$ cat config.mk
export PLATFORM = sky130hd
export DESIGN_NAME = ofs_plat_prim_lutram_counter_arb_flat
export DESIGN_NICKNAME = d
export VERILOG_FILES = /design/src/rtl/ofs_plat_prim_lutram_counter_pkg.sv /design/src/rtl/ofs_plat_prim_lutram_counter_arb_if.sv /design/src/rtl/ofs_plat_prim_lutram.sv /design/src/rtl/ofs_plat_prim_rr_arb.sv /design/src/rtl/ofs_plat_prim_lutram_counter_arb.sv /design/src/flat_wrapper.sv
export SDC_FILE = /design/constraint.sdc
export NUM_CORES = 1
export LEC_CHECK = 0
export BUFFER_PORTS_ARGS = -buffer_cell sky130_fd_sc_hd__buf_4
export CAP_MARGIN = 40
export CORE_MARGIN = 5
export CORE_UTILIZATION = 60
export CTS_BUF_LIST = sky130_fd_sc_hd__clkbuf_8
export DETAILED_ROUTE_END_ITERATION = 10
export GPL_ROUTABILITY_DRIVEN = 0
export PLACE_DENSITY = 0.85
export SYNTH_ARGS = -nofsm -noshare
export SYNTH_HDL_FRONTEND = slang
export SYNTH_SLANG_ARGS = --single-unit
$ cat constraint.sdc
create_clock -name clk -period 7.1 [get_ports clk]
set_input_delay 1.42 -clock clk [delete_from_list [all_inputs] [get_ports clk]]
set_output_delay 1.42 -clock clk [all_outputs]
set_load 0.005 [all_outputs]
$ cat src/rtl/ofs_plat_prim_lutram_counter_pkg.sv
// Shared types and helpers for the LUTRAM counter arbiter and its interface.
// Latency: n/a (declarations only); backpressure: n/a.
package ofs_plat_prim_lutram_counter_pkg;

  typedef enum logic {CTR_INIT, CTR_RUN} t_ctr_state;

  // Widest counter the add helper supports; callers zero-extend into it.
  localparam int CTR_MAX_BITS = 64;

  function automatic int idx_bits(input int n);
    return (n > 1) ? $clog2(n) : 1;
  endfunction

  // Add two width-bit values held in CTR_MAX_BITS containers; on carry out of
  // bit width-1 either clamp to all-ones (sat) or keep the wrapped low bits.
  function automatic logic [CTR_MAX_BITS-1:0] ctr_add(
    input logic [CTR_MAX_BITS-1:0] a,
    input logic [CTR_MAX_BITS-1:0] b,
    input int width,
    input logic sat
  );
    logic [CTR_MAX_BITS:0]   sum;
    logic [CTR_MAX_BITS-1:0] mask;
    sum  = {1'b0, a} + {1'b0, b};
    mask = (64'd1 << width) - 64'd1;
    if (sat && ((sum >> width) != '0)) begin
      return mask;
    end
    return sum[CTR_MAX_BITS-1:0] & mask;
  endfunction

endpackage

$ cat src/rtl/ofs_plat_prim_lutram_counter_arb_if.sv
// Request/response bundle between requesters (master) and the counter table (slave).
// Latency: wires only; backpressure: one-hot req_ready grant, responses are never stalled.
interface ofs_plat_prim_lutram_counter_arb_if
  import ofs_plat_prim_lutram_counter_pkg::*;
#(
  parameter int N_ENTRIES   = 32,
  parameter int N_DATA_BITS = 16,
  parameter int N_REQ       = 4
);
  localparam int AW = $clog2(N_ENTRIES);
  localparam int IW = idx_bits(N_REQ);

  logic                                rdy;
  logic                                clear;
  logic [N_REQ-1:0]                    req_valid;
  logic [N_REQ-1:0]                    req_ready;
  logic [N_REQ-1:0][AW-1:0]            req_addr;
  logic [N_REQ-1:0][N_DATA_BITS-1:0]   req_delta;
  logic                                rsp_valid;
  logic [IW-1:0]                       rsp_idx;
  logic [N_DATA_BITS-1:0]              rsp_value;

  modport master (
    input  rdy, req_ready, rsp_valid, rsp_idx, rsp_value,
    output clear, req_valid, req_addr, req_delta
  );

  modport slave (
    output rdy, req_ready, rsp_valid, rsp_idx, rsp_value,
    input  clear, req_valid, req_addr, req_delta
  );

endinterface

$ cat src/rtl/ofs_plat_prim_lutram.sv
// Small LUT RAM: combinational read port, registered write port.
// Latency: read 0 cycles, write visible after the clock edge; backpressure: none.
module ofs_plat_prim_lutram #(
  parameter int    N_ENTRIES         = 32,
  parameter int    N_DATA_BITS       = 16,
  parameter string READ_DURING_WRITE = "DONT_CARE",
  localparam int   AW                = $clog2(N_ENTRIES)
) (
  input  logic                   clk,
  input  logic [AW-1:0]          raddr,
  output logic [N_DATA_BITS-1:0] rdata,
  input  logic                   wen,
  input  logic [AW-1:0]          waddr,
  input  logic [N_DATA_BITS-1:0] wdata
);

  logic [N_DATA_BITS-1:0] mem [N_ENTRIES];

  always_ff @(posedge clk) begin
    if (wen) begin
      mem[waddr] <= wdata;
    end
  end

  generate
    if (READ_DURING_WRITE == "NEW_DATA") begin : g_new_data
      assign rdata = (wen && (raddr == waddr)) ? wdata : mem[raddr];
    end else begin : g_dont_care
      assign rdata = mem[raddr];
    end
  endgenerate

endmodule

$ cat src/rtl/ofs_plat_prim_rr_arb.sv
// Round-robin arbiter: one-hot grant to the first requester at or after the pointer.
// Latency: grant is combinational; pointer advances past the winner on the next edge.
module ofs_plat_prim_rr_arb #(
  parameter int  N_REQ = 4,
  localparam int IW    = (N_REQ > 1) ? $clog2(N_REQ) : 1
) (
  input  logic             clk,
  input  logic             reset,
  input  logic             en,
  input  logic [N_REQ-1:0] req,
  output logic [N_REQ-1:0] grant,
  output logic [IW-1:0]    grant_idx,
  output logic             grant_vld
);

  logic [IW-1:0] ptr_q, ptr_d;
  logic [IW-1:0] cand;
  logic          found;

  always_comb begin
    grant     = '0;
    grant_idx = '0;
    found     = 1'b0;
    ptr_d     = ptr_q;
    cand      = '0;
    for (int k = 0; k < N_REQ; k++) begin
      cand = IW'((32'(ptr_q) + 32'(k)) % 32'(N_REQ));
      if (en && !found && req[cand]) begin
        found       = 1'b1;
        grant[cand] = 1'b1;
        grant_idx   = cand;
        ptr_d       = (32'(cand) == 32'(N_REQ - 1)) ? '0 : cand + 1'b1;
      end
    end
    grant_vld = found;
  end

  always_ff @(posedge clk) begin
    if (reset) begin
      ptr_q <= '0;
    end else begin
      ptr_q <= ptr_d;
    end
  end

endmodule

$ cat src/rtl/ofs_plat_prim_lutram_counter_arb.sv
// Shared LUTRAM counter table with round-robin read-modify-write and init/clear sequencing.
// Latency: response and table write 1 cycle after grant; backpressure: req_ready grant only, responses never stall.
module ofs_plat_prim_lutram_counter_arb
  import ofs_plat_prim_lutram_counter_pkg::*;
#(
  parameter int N_ENTRIES   = 32,
  parameter int N_DATA_BITS = 16,
  parameter int N_REQ       = 4,
  parameter int SATURATE    = 1
) (
  input  logic clk,
  input  logic reset,
  ofs_plat_prim_lutram_counter_arb_if.slave ctr
);

  localparam int AW = $clog2(N_ENTRIES);
  localparam int IW = idx_bits(N_REQ);

  typedef logic [AW-1:0]          t_addr;
  typedef logic [N_DATA_BITS-1:0] t_value;
  typedef logic [IW-1:0]          t_idx;

  typedef struct packed {
    t_addr  addr;
    t_value old_val;
    t_value delta;
    t_idx   idx;
  } t_s1;

  t_ctr_state state_q, state_d;
  t_addr      init_addr_q, init_addr_d;
  logic       s1_vld_q, s1_vld_d;
  t_s1        s1_q, s1_d;

  logic   arb_en;
  logic   gnt_vld;
  t_idx   gnt_idx;
  t_addr  rd_addr;
  t_value rd_data;
  t_value new_val;
  logic   fwd_hit;
  logic   wen;
  t_addr  waddr;
  t_value wdata;

  // No grants while initializing, in the clear cycle, or while reset is held.
  assign arb_en = (state_q == CTR_RUN) && !ctr.clear && !reset;

  ofs_plat_prim_rr_arb #(
    .N_REQ(N_REQ)
  ) arb (
    .clk       (clk),
    .reset     (reset),
    .en        (arb_en),
    .req       (ctr.req_valid),
    .grant     (ctr.req_ready),
    .grant_idx (gnt_idx),
    .grant_vld (gnt_vld)
  );

  assign rd_addr = ctr.req_addr[gnt_idx];

  ofs_plat_prim_lutram #(
    .N_ENTRIES         (N_ENTRIES),
    .N_DATA_BITS       (N_DATA_BITS),
    .READ_DURING_WRITE ("DONT_CARE")
  ) table_mem (
    .clk   (clk),
    .raddr (rd_addr),
    .rdata (rd_data),
    .wen   (wen),
    .waddr (waddr),
    .wdata (wdata)
  );

  assign new_val = N_DATA_BITS'(ctr_add(CTR_MAX_BITS'(s1_q.old_val), CTR_MAX_BITS'(s1_q.delta),
                                        N_DATA_BITS, SATURATE != 0));

  // The table write for stage 1 lands on the same edge stage 0 reads, so bypass it.
  assign fwd_hit = s1_vld_q && (s1_q.addr == rd_addr);

  always_comb begin
    state_d     = state_q;
    init_addr_d = init_addr_q;
    s1_vld_d    = 1'b0;
    s1_d        = s1_q;
    wen         = 1'b0;
    waddr       = s1_q.addr;
    wdata       = new_val;

    case (state_q)
      CTR_INIT: begin
        wen         = 1'b1;
        waddr       = init_addr_q;
        wdata       = '0;
        init_addr_d = init_addr_q + 1'b1;
        if (init_addr_q == AW'(N_ENTRIES - 1)) begin
          state_d = CTR_RUN;
        end
      end
      CTR_RUN: begin
        wen = s1_vld_q;
        if (ctr.clear) begin
          state_d     = CTR_INIT;
          init_addr_d = '0;
        end
      end
      default: begin
        state_d = CTR_INIT;
      end
    endcase

    if (gnt_vld) begin
      s1_vld_d     = 1'b1;
      s1_d.addr    = rd_addr;
      s1_d.old_val = fwd_hit ? new_val : rd_data;
      s1_d.delta   = ctr.req_delta[gnt_idx];
      s1_d.idx     = gnt_idx;
    end
  end

  always_ff @(posedge clk) begin
    if (reset) begin
      state_q     <= CTR_INIT;
      init_addr_q <= '0;
      s1_vld_q    <= 1'b0;
      s1_q        <= '0;
    end else begin
      state_q     <= state_d;
      init_addr_q <= init_addr_d;
      s1_vld_q    <= s1_vld_d;
      s1_q        <= s1_d;
    end
  end

  assign ctr.rdy       = (state_q == CTR_RUN);
  assign ctr.rsp_valid = s1_vld_q && !reset;
  assign ctr.rsp_idx   = s1_q.idx;
  assign ctr.rsp_value = new_val;

endmodule

$ cat src/flat_wrapper.sv
// flat-port wrapper written by rule: the top's interface ports become plain ports
module ofs_plat_prim_lutram_counter_arb_flat import ofs_plat_prim_lutram_counter_pkg::*;
#(
  parameter int N_ENTRIES   = 32,
  parameter int N_DATA_BITS = 16,
  parameter int N_REQ       = 4,
  parameter int SATURATE    = 1
)
  (clk, reset, ctr_rdy, ctr_req_ready, ctr_rsp_valid, ctr_rsp_idx, ctr_rsp_value, ctr_clear, ctr_req_valid, ctr_req_addr, ctr_req_delta);
  ofs_plat_prim_lutram_counter_arb_if #(.N_ENTRIES(N_ENTRIES), .N_DATA_BITS(N_DATA_BITS), .N_REQ(N_REQ)) ctr_i ();
  input  logic clk;
  input  logic reset;
  output wire logic [$bits(ctr_i.rdy)-1:0] ctr_rdy;
  output wire logic [$bits(ctr_i.req_ready)-1:0] ctr_req_ready;
  output wire logic [$bits(ctr_i.rsp_valid)-1:0] ctr_rsp_valid;
  output wire logic [$bits(ctr_i.rsp_idx)-1:0] ctr_rsp_idx;
  output wire logic [$bits(ctr_i.rsp_value)-1:0] ctr_rsp_value;
  input wire logic [$bits(ctr_i.clear)-1:0] ctr_clear;
  input wire logic [$bits(ctr_i.req_valid)-1:0] ctr_req_valid;
  input wire logic [$bits(ctr_i.req_addr)-1:0] ctr_req_addr;
  input wire logic [$bits(ctr_i.req_delta)-1:0] ctr_req_delta;
  assign ctr_rdy = ctr_i.rdy;
  assign ctr_req_ready = ctr_i.req_ready;
  assign ctr_rsp_valid = ctr_i.rsp_valid;
  assign ctr_rsp_idx = ctr_i.rsp_idx;
  assign ctr_rsp_value = ctr_i.rsp_value;
  assign ctr_i.clear = ctr_clear;
  assign ctr_i.req_valid = ctr_req_valid;
  assign ctr_i.req_addr = ctr_req_addr;
  assign ctr_i.req_delta = ctr_req_delta;
  ofs_plat_prim_lutram_counter_arb #(.N_ENTRIES(N_ENTRIES), .N_DATA_BITS(N_DATA_BITS), .N_REQ(N_REQ), .SATURATE(SATURATE)) u_core (.clk(clk), .reset(reset), .ctr(ctr_i));
endmodule
==> results.txt, run 1 <==
----------------------------------------------------
[Run status]
  Status ... complete, no violations

[Clocking]
  Clock tree root buffer cell ... sky130_fd_sc_hd__clkbuf_8
  Number of setup buffers added after CTS ... 0
  Worst-skew pair later-pin latency ... between 600 and 700 ps
  Clock-pin slew reported for the worst setup and hold paths after clock tree synthesis ... around 60 ps
  Buffer depth of the longest clock path ... 3
  Count of cells resized by post-cts repair ... 0
  Sinks on the clock net ... 560
  Hold buffer count at cts ... 0
  Clock buffer count from CTS ... 86
  H-tree levels ... 3
  Clock tree from TritonCTS ... built

[Setup path]
  Required time at the endpoint of the critical path ... about 5700 ps
  Chain of cells forming the critical path ... ha_1 -> inv_1 -> fa_1 -> nor2b_1 -> o21ai_0 -> a21boi_0 -> o21ai_0 -> a21boi_0 -> o21ai_0 -> a21oi_1 -> nor4b_1 -> o31ai_1 -> buf_4
  Worst setup SP type ... flip-flop
  Start-to-end type of the worst setup path ... reg2out
  Cell type with the highest occurrence count on the critical path ... sky130_fd_sc_hd__o21ai_0
  Highest net fanout along the worst path ... 4
  Worst path bufs/invs ... 2
  Crit. End Element ... primary output
  Top delay family on crit path ... compound AO/OA/AOI/OAI gates
  Master of the slowest instance on the critical path ... sky130_fd_sc_hd__o31ai_1
  Slowest Stage Delay on Critical Path ... between 700 and 800 ps
  Launch instance of the worst register-to-register path ... u_core.arb.ptr_q[0]
  Setup slack of the worst register-to-register path ... ~1200 ps
  Arrival time at the worst endpoint ... ~4600 ps
  Startpoint of the worst setup timing path ... u_core.s1_q[2]

[Power and ir drop]
  Cell leakage power ... approximately 11 nW
  Switch share ... 21.9%
  Switching power ... 1.48 mW
  Internal power ... 5.28 mW
  Clock network power share ... between 40% and 50%
  Largest vdd supply drop ... around 150 uV
  Share of power burned in registers ... between 50 and 60%
  Power per Cell Area ... approximately 240 mW/mm^2
  Share of power burned in combinational logic ... 5.4%

[Route]
  Drt wl/cell ... between 20 and 25 um
  Wirelength, routed ... 64900 um
  Overall via count from detail_route ... between 15000 and 20000
  Initial DRC count ... 2422
  Post-route ant nets ... 0
  Post-route DRC ... 0
  1st-pass router iterations ... 7
  Routed via count divided by cell count ... 6.44

[Floorplanning]
  Y dimension of the die ... ~210 um
  Die Footprint ... 0.0451 mm^2
  I/O pin total ... about 120
  Placeable Area ... around 0.041 mm^2
  Number of standard-cell rows in the floorplan ... 74
  Overall die width ... 212 um
  Starting utilization of the core area ... slightly above 60%

[STA]
  Unrepaired setup endpoints after global routing ... no
  Final Setup Violations ... 0
  Layout Skew ... about 43 ps
  Min cycle time layout ... roughly 6000 ps
  Max-Slew Margin vs Limit ... between 30 and 40%
  Upper clock frequency limit ... about 170 MHz
  Final period utilization ... between 80% and 90%
  Transition time at the pin with the least slew margin ... approximately 960 ps
  Max-slew violation count ... 0
  Total negative setup slack ... 0 ps
  Final Hold Viols ... 0

[Finish]
  Share of post-route cells with drive strength above 1 ... 17.5%
  Most frequent cells in the layout ... sky130_fd_sc_hd__edfxtp_1 (512), sky130_fd_sc_hd__nand2_1 (402), sky130_fd_sc_hd__buf_4 (186), sky130_fd_sc_hd__mux2i_1 (165), sky130_fd_sc_hd__clkbuf_8 (95)
  Filler cell count in the final layout ... 2596
  Final #Nets ... roughly 2200
  Antenna Cells ... 0
  Synth-to-layout area growth ... 14.7%
  Layout Utilization ... 69.3%
  Most common cell after layout, fill and taps aside ... sky130_fd_sc_hd__edfxtp_1

[Worst hold path]
  Worst Hold Launch ... u_core.s1_q[36]
  Path class of the lowest-slack min-delay path ... reg2reg

[Synthesis]
  Share of synthesized cell area in full adder, half adder and majority cells ... 1.20%
  Xor-xnor portion of the synthesized cell area ... 0.642%
  Largest family of logic cells by synthesized area ... simple AND/OR/NAND/NOR gates
  Leading post-synthesis cells by cell area ... sky130_fd_sc_hd__edfxtp_1 (63%), sky130_fd_sc_hd__mux2i_1 (6.9%), sky130_fd_sc_hd__nand2_1 (6.1%), sky130_fd_sc_hd__dfxtp_1 (3.9%), sky130_fd_sc_hd__a21oi_1 (1.8%)
  Multiplexer fraction of the synthesized cell area ... around 7.4%
  Primary FF master, synth ... sky130_fd_sc_hd__edfxtp_1
  Proportion of synthesized chip area in sequential cells ... 66.6%
  Syn nets ... approximately 2000
  Syn avg cell area ... 13.0 um^2
  Top-area cell type share of the netlist area ... between 60% and 70%
  Top cell type by total area after synthesis ... sky130_fd_sc_hd__edfxtp_1
  Cells after Synth ... 1894
  Share of synthesized flip-flops with an asynchronous set or reset ... 0%
  Share of synthesized cell area in and, or, nand and nor gates ... between 10% and 20%
  Count of yosys warnings during synthesis ... 0
  Post-Syn Area ... ~0.025 mm^2
  Post-synth EDFFs ... 512
  Count of state elements after synthesis ... 560
  Count of unique library cells instantiated by Yosys ... between 80 and 90
  Synthesized-area fraction occupied by ao, oa, aoi and oai cells ... ~9.6%

[Global route]
  Gr ovfl total ... 0
  Via count of the first global-routing pass ... approximately 17000
  Largest net degree at the start of global routing ... 82
  Gr usage total ... approximately 28%
  Initial antenna violation count ... 0
  Wire length of the first global-routing pass ... approximately 100000 um

[Flow run]
  Max-cap violations ... 0

[Placement]
  Count of input and output buffers ... ~110
  Half-perimeter wire length of the detailed placement result ... ~40000 um

----------------------------------------------------
area by class of cell:
cell class / instances / area [um^2] / area share [%]
flip-flops and latches: 560 / 16300 / 58.0
well taps: 532 / 666 / 2.36
inverters: 16 / 60.1 / 0.213
multi-input cells: 1205 / 7630 / 27.1
repair buffers: 197 / 1660 / 5.88
clock buffers: 95 / 1310 / 4.64
clock inverters: 62 / 502 / 1.78
path summary, 6_finish.rpt:
check	to	cells past startpoint
max	ctr_rsp_value[15]	13
min	u_core.s1_q[36]	2
max reg2reg	u_core.s1_q[22]	14
min reg2reg	u_core.s1_q[36]	2
logic make-up after synthesis:
family,Yosys count
and+or+nand+nor,649
DFF,560
AOI/OAI and AO/OA,336
muxes,179
buffers and inverters,129
adders and majority gates,23
xor gates and xnor gates,18
cell usage after synthesis (16+ instances only):
cell                       instances
sky130_fd_sc_hd__a21oi_1          86
sky130_fd_sc_hd__a22oi_1          17
sky130_fd_sc_hd__a31oi_1          46
sky130_fd_sc_hd__a32oi_1          25
sky130_fd_sc_hd__and3_1           45
sky130_fd_sc_hd__buf_2            43
sky130_fd_sc_hd__buf_4            19
sky130_fd_sc_hd__clkbuf_1         36
sky130_fd_sc_hd__dfxtp_1          48
sky130_fd_sc_hd__edfxtp_1        512
sky130_fd_sc_hd__ha_1             22
sky130_fd_sc_hd__inv_1            16
sky130_fd_sc_hd__mux2i_1         168
sky130_fd_sc_hd__nand2_1         402
sky130_fd_sc_hd__nand3_1          61
sky130_fd_sc_hd__nor2_1           71
sky130_fd_sc_hd__nor2b_1          17
sky130_fd_sc_hd__o21ai_0          22
power groups by stage:
stage / Sequential, mW / Combinational (mW) / Clock, mW
final: 3.59 / 0.363 / 2.80
after global routing: 3.59 / 0.379 / 2.98
after CTS: 3.59 / 0.352 / 2.81
after detailed placement: 3.66 / 0.349 / 0
after global placement: 3.66 / 0.333 / 0
after floorplan: 3.66 / 0.207 / 0
tightest hold or removal path, delay by kind of cell (launching register included):
kind | cells | cell delay, ps
simple gates | 1 | 50
flops | 1 | 310
compound gates | 1 | 50
state kept, by name, indices dropped and copies added (netlist names):
register / flops
u_core.ctr.rsp_idx: 2
u_core.init_addr_q: 5
u_core.s1_q: 37
u_core.s1_vld_q: 1
u_core.ctr.rdy: 1
u_core.table_mem.mem: 512
u_core.arb.ptr_q: 2
stage by stage:
step                total power, mW  hold slack, ps  std cells  cell area, um^2  setup WS, ps
global route                   6.95             471       2667            28200          1020
floorplan                      3.86             432       1894            24500          2870
finish                         6.75             452       2667            28200          1120
CTS                            6.75             452       2667            28200          1290
global placement               3.99             440       2501            26100          1540
detailed placement             4.01             443       2510            26300          1370
routing by layer:
layer	share of wire (%)	vias up	routed length, um	GRT usage (%)
met1	35	8201	22700	35.5
met5	0	-	0	0
li1	-	7504	-	-
met4	5.4	0	3480	14.6
met2	46	1234	30000	44.6
met3	13	234	8750	8.68
Power figures use the tool's default switching activity.
==> inputs of run 2 (changes only) <==
==> constraint.sdc (replaced) <==
create_clock -name clk -period 6.2 [get_ports clk]
set_input_delay 1.24 -clock clk [delete_from_list [all_inputs] [get_ports clk]]
set_output_delay 1.24 -clock clk [all_outputs]
set_load 0.005 [all_outputs]
==> run 2 against run 1 <==
Combinational power increased by 12%. Highest routed layer is now met5. Final cell count decreased by 0.37%. Critical path type is now reg2reg. Sequential power increased by 14%. Critical endpoint is now u_core.s1_q[31]. Routed wire length increased by 0.41%. Power increased by 8.6%.
==> results.txt, run 2 (same netlist as run 1, synthesis figures left out) <==
----------------------------------------------------
[Clocking]
  Worst-skew pair later-pin latency ... 670 ps (about the same)
  Clock tree from TritonCTS ... built
  Count of cells resized by post-cts repair ... 0 (unchanged)
  Clock tree root buffer cell ... sky130_fd_sc_hd__clkbuf_8
  Hold buffer count at cts ... 0 (unchanged)
  Sinks on the clock net ... 560 (unchanged)
  Number of setup buffers added after CTS ... 0 (unchanged)
  H-tree levels ... 3 (unchanged)
  Clock buffer count from CTS ... 84 (-2.3%)
  Clock-pin slew reported for the worst setup and hold paths after clock tree synthesis ... 70 ps (about the same)
  Buffer depth of the longest clock path ... 3 (unchanged)

[Power and ir drop]
  Share of power burned in registers ... 56.0% (+2.8 points)
  Cell leakage power ... 10.7 nW (-1.4%)
  Clock network power share ... 38.4% (-3.1 points)
  Internal power ... 5.65 mW (+7.1%)
  Share of power burned in combinational logic ... 5.5% (about the same)
  Switch share ... 23.0% (+1.1 points)
  Largest vdd supply drop ... 139 uV (-4.6%)
  Power per Cell Area ... 263 mW/mm^2 (+9.7%)
  Switching power ... 1.69 mW (+14%)

[STA]
  Worst setup slack after layout ... 466 ps (-657 ps)
  Transition time at the pin with the least slew margin ... 994 ps (+35.9 ps)
  Total negative setup slack ... 0 ps (unchanged)
  Layout Skew ... 43.1 ps (+0.196 ps)
  Final Setup Violations ... 0 (unchanged)
  Unrepaired setup endpoints after global routing ... no
  Final period utilization ... ~92%
  Min cycle time layout ... about 5700 ps
  Upper clock frequency limit ... 174 MHz
  Final Hold Viols ... 0 (unchanged)
  Max-Slew Margin vs Limit ... 33.7% (-2.4 points)
  Max-slew violation count ... 0 (unchanged)

[Finish]
  Max reg flops ... 512 (unchanged)
  Filler cell count in the final layout ... 2545 (-2.0%)
  Synth-to-layout area growth ... 13.6%
  Antenna Cells ... 0 (unchanged)
  Most frequent cells in the layout ... sky130_fd_sc_hd__edfxtp_1 (512), sky130_fd_sc_hd__nand2_1 (402), sky130_fd_sc_hd__buf_4 (178), sky130_fd_sc_hd__mux2i_1 (165), sky130_fd_sc_hd__clkbuf_8 (91)
  Largest Register ... u_core.table_mem.mem
  Most common cell after layout, fill and taps aside ... sky130_fd_sc_hd__edfxtp_1
  Biggest registers after layout ... u_core.table_mem.mem x512, u_core.s1_q x37, u_core.init_addr_q x5
  Final #Nets ... 2172 (-0.37%)
  Share of post-route cells with drive strength above 1 ... 16.9% (-0.58 points)

[Setup path]
  Start-to-end type of the worst setup path ... reg2reg
  Crit. End Element ... flip-flop
  Worst setup SP type ... flip-flop
  Arrival time at the worst endpoint ... 6300 ps (+1740 ps)
  Highest net fanout along the worst path ... 82 (+78)
  Required time at the endpoint of the critical path ... 6770 ps (+1090 ps)

[Route]
  Wirelength, routed ... 65200 um (+0.41%)
  Drt wl/cell ... 24.5 um (+0.79%)
  Initial DRC count ... 2708 (+12%)
  Post-route ant nets ... 0 (unchanged)
  Routed via count divided by cell count ... 6.49 (+0.86%)
  Post-route DRC ... 0 (unchanged)
  Overall via count from detail_route ... 17300 (+0.48%)
  1st-pass router iterations ... 8 (+1)

[Global route]
  Initial antenna violation count ... 1 (+1)
  Via count of the first global-routing pass ... 16900 (-1.4%)
  Largest net degree at the start of global routing ... 83 (+1.2%)
  Gr ovfl total ... 0 (unchanged)
  Gr usage total ... 28.5% (+0.27 points)
  Wire length of the first global-routing pass ... 98100 um (+0.78%)

[Placement]
  Post-placement worst setup slack ... 632 ps (-739 ps)
  Count of input and output buffers ... 114 (unchanged)
  Half-perimeter wire length of the detailed placement result ... 40600 um (about the same)

[Worst hold path]
  Path class of the lowest-slack min-delay path ... reg2reg

[Floorplanning]
  Y dimension of the die ... 212 um (unchanged)
  Starting utilization of the core area ... 60.4% (unchanged)
  I/O pin total ... 115 (unchanged)
  Placeable Area ... 0.0406 mm^2 (unchanged)
  Overall die width ... 212 um (unchanged)
  Die Footprint ... 0.0451 mm^2 (unchanged)
  Number of standard-cell rows in the floorplan ... 74 (unchanged)

[Flow run]
  Max-cap violations ... 0 (unchanged)

[Run status]
  Status ... complete, no violations

----------------------------------------------------
[run 2: cell types whose count changed in the layout (fill, tap and decap cells not counted), sizes merged]
cell | before | now
bufinv | 9 | 1
clkbuf | 95 | 91
buf | 197 | 191
clkinvlp | 3 | 2
clkinv | 24 | 33
[run 2: final timing paths]
check | start | endpoint | slack (ps) | cells after the start
setup / recovery | u_core.arb.ptr_q[0] | u_core.s1_q[31] | 470 | 14
hold / removal | u_core.s1_q[36] | u_core.s1_q[36] | 460 | 2
setup reg to reg | u_core.arb.ptr_q[0] | u_core.s1_q[31] | 470 | 14
hold reg to reg | u_core.s1_q[36] | u_core.s1_q[36] | 460 | 2
[run 2: metrics by stage]
step           hold WS [ps]  utilization (%)  area (um^2)  std cells  total power [mW]
5_1_grt                 487             68.6        27900       2657              7.56
6_report                456             68.6        27900       2657              7.33
4_1_cts                 459             68.6        27900       2657              7.34
3_5_place_dp            451             64.8        26300       2504              4.58
2_1_floorplan           432                -        24500       1894              4.42
3_3_place_gp            441             64.4        26200       2496              4.57
[run 2: layout make-up]
type	count	area, um^2	area share, %
Tap cell	532	666	2.39
Clock inverter	62	298	1.07
Inverter	16	60.1	0.215
Sequential cell	560	16300	58.6
Clock buffer	91	1250	4.49
Multi-Input combinational cell	1205	7650	27.5
Timing Repair Buffer	191	1610	5.77
[run 2: worst max-delay path, stage by stage, from the launching register on]
cell                      delay, ps
sky130_fd_sc_hd__dfxtp_1        760
sky130_fd_sc_hd__inv_1          260
sky130_fd_sc_hd__ha_1           640
sky130_fd_sc_hd__mux2_2         410
sky130_fd_sc_hd__mux2i_1        270
sky130_fd_sc_hd__or3_4          210
sky130_fd_sc_hd__a32o_2         520
sky130_fd_sc_hd__nand3_2        380
sky130_fd_sc_hd__nand2_8        480
sky130_fd_sc_hd__buf_12         430
sky130_fd_sc_hd__mux2i_1        170
sky130_fd_sc_hd__mux2i_1        280
sky130_fd_sc_hd__o32ai_1        180
sky130_fd_sc_hd__or3_1          440
sky130_fd_sc_hd__o21ai_1        130
[run 2: power groups by stage]
stage / Combinational (mW) / Sequential (mW) / Clock (mW)
after CTS: 0.397 / 4.11 / 2.83
final: 0.406 / 4.11 / 2.82
after detailed placement: 0.393 / 4.19 / 0
after global routing: 0.425 / 4.11 / 3.02
after global placement: 0.380 / 4.19 / 0
after floorplan: 0.237 / 4.19 / 0
[run 2: metal layers]
layer | up-vias | track usage (%) | part of all wire [%]
met5 | - | 0 | 0.020
met4 | 2 | 13.3 | 4.5
met3 | 202 | 7.81 | 13
met2 | 1234 | 45.2 | 47
met1 | 8350 | 37.1 | 36
li1 | 7468 | - | -
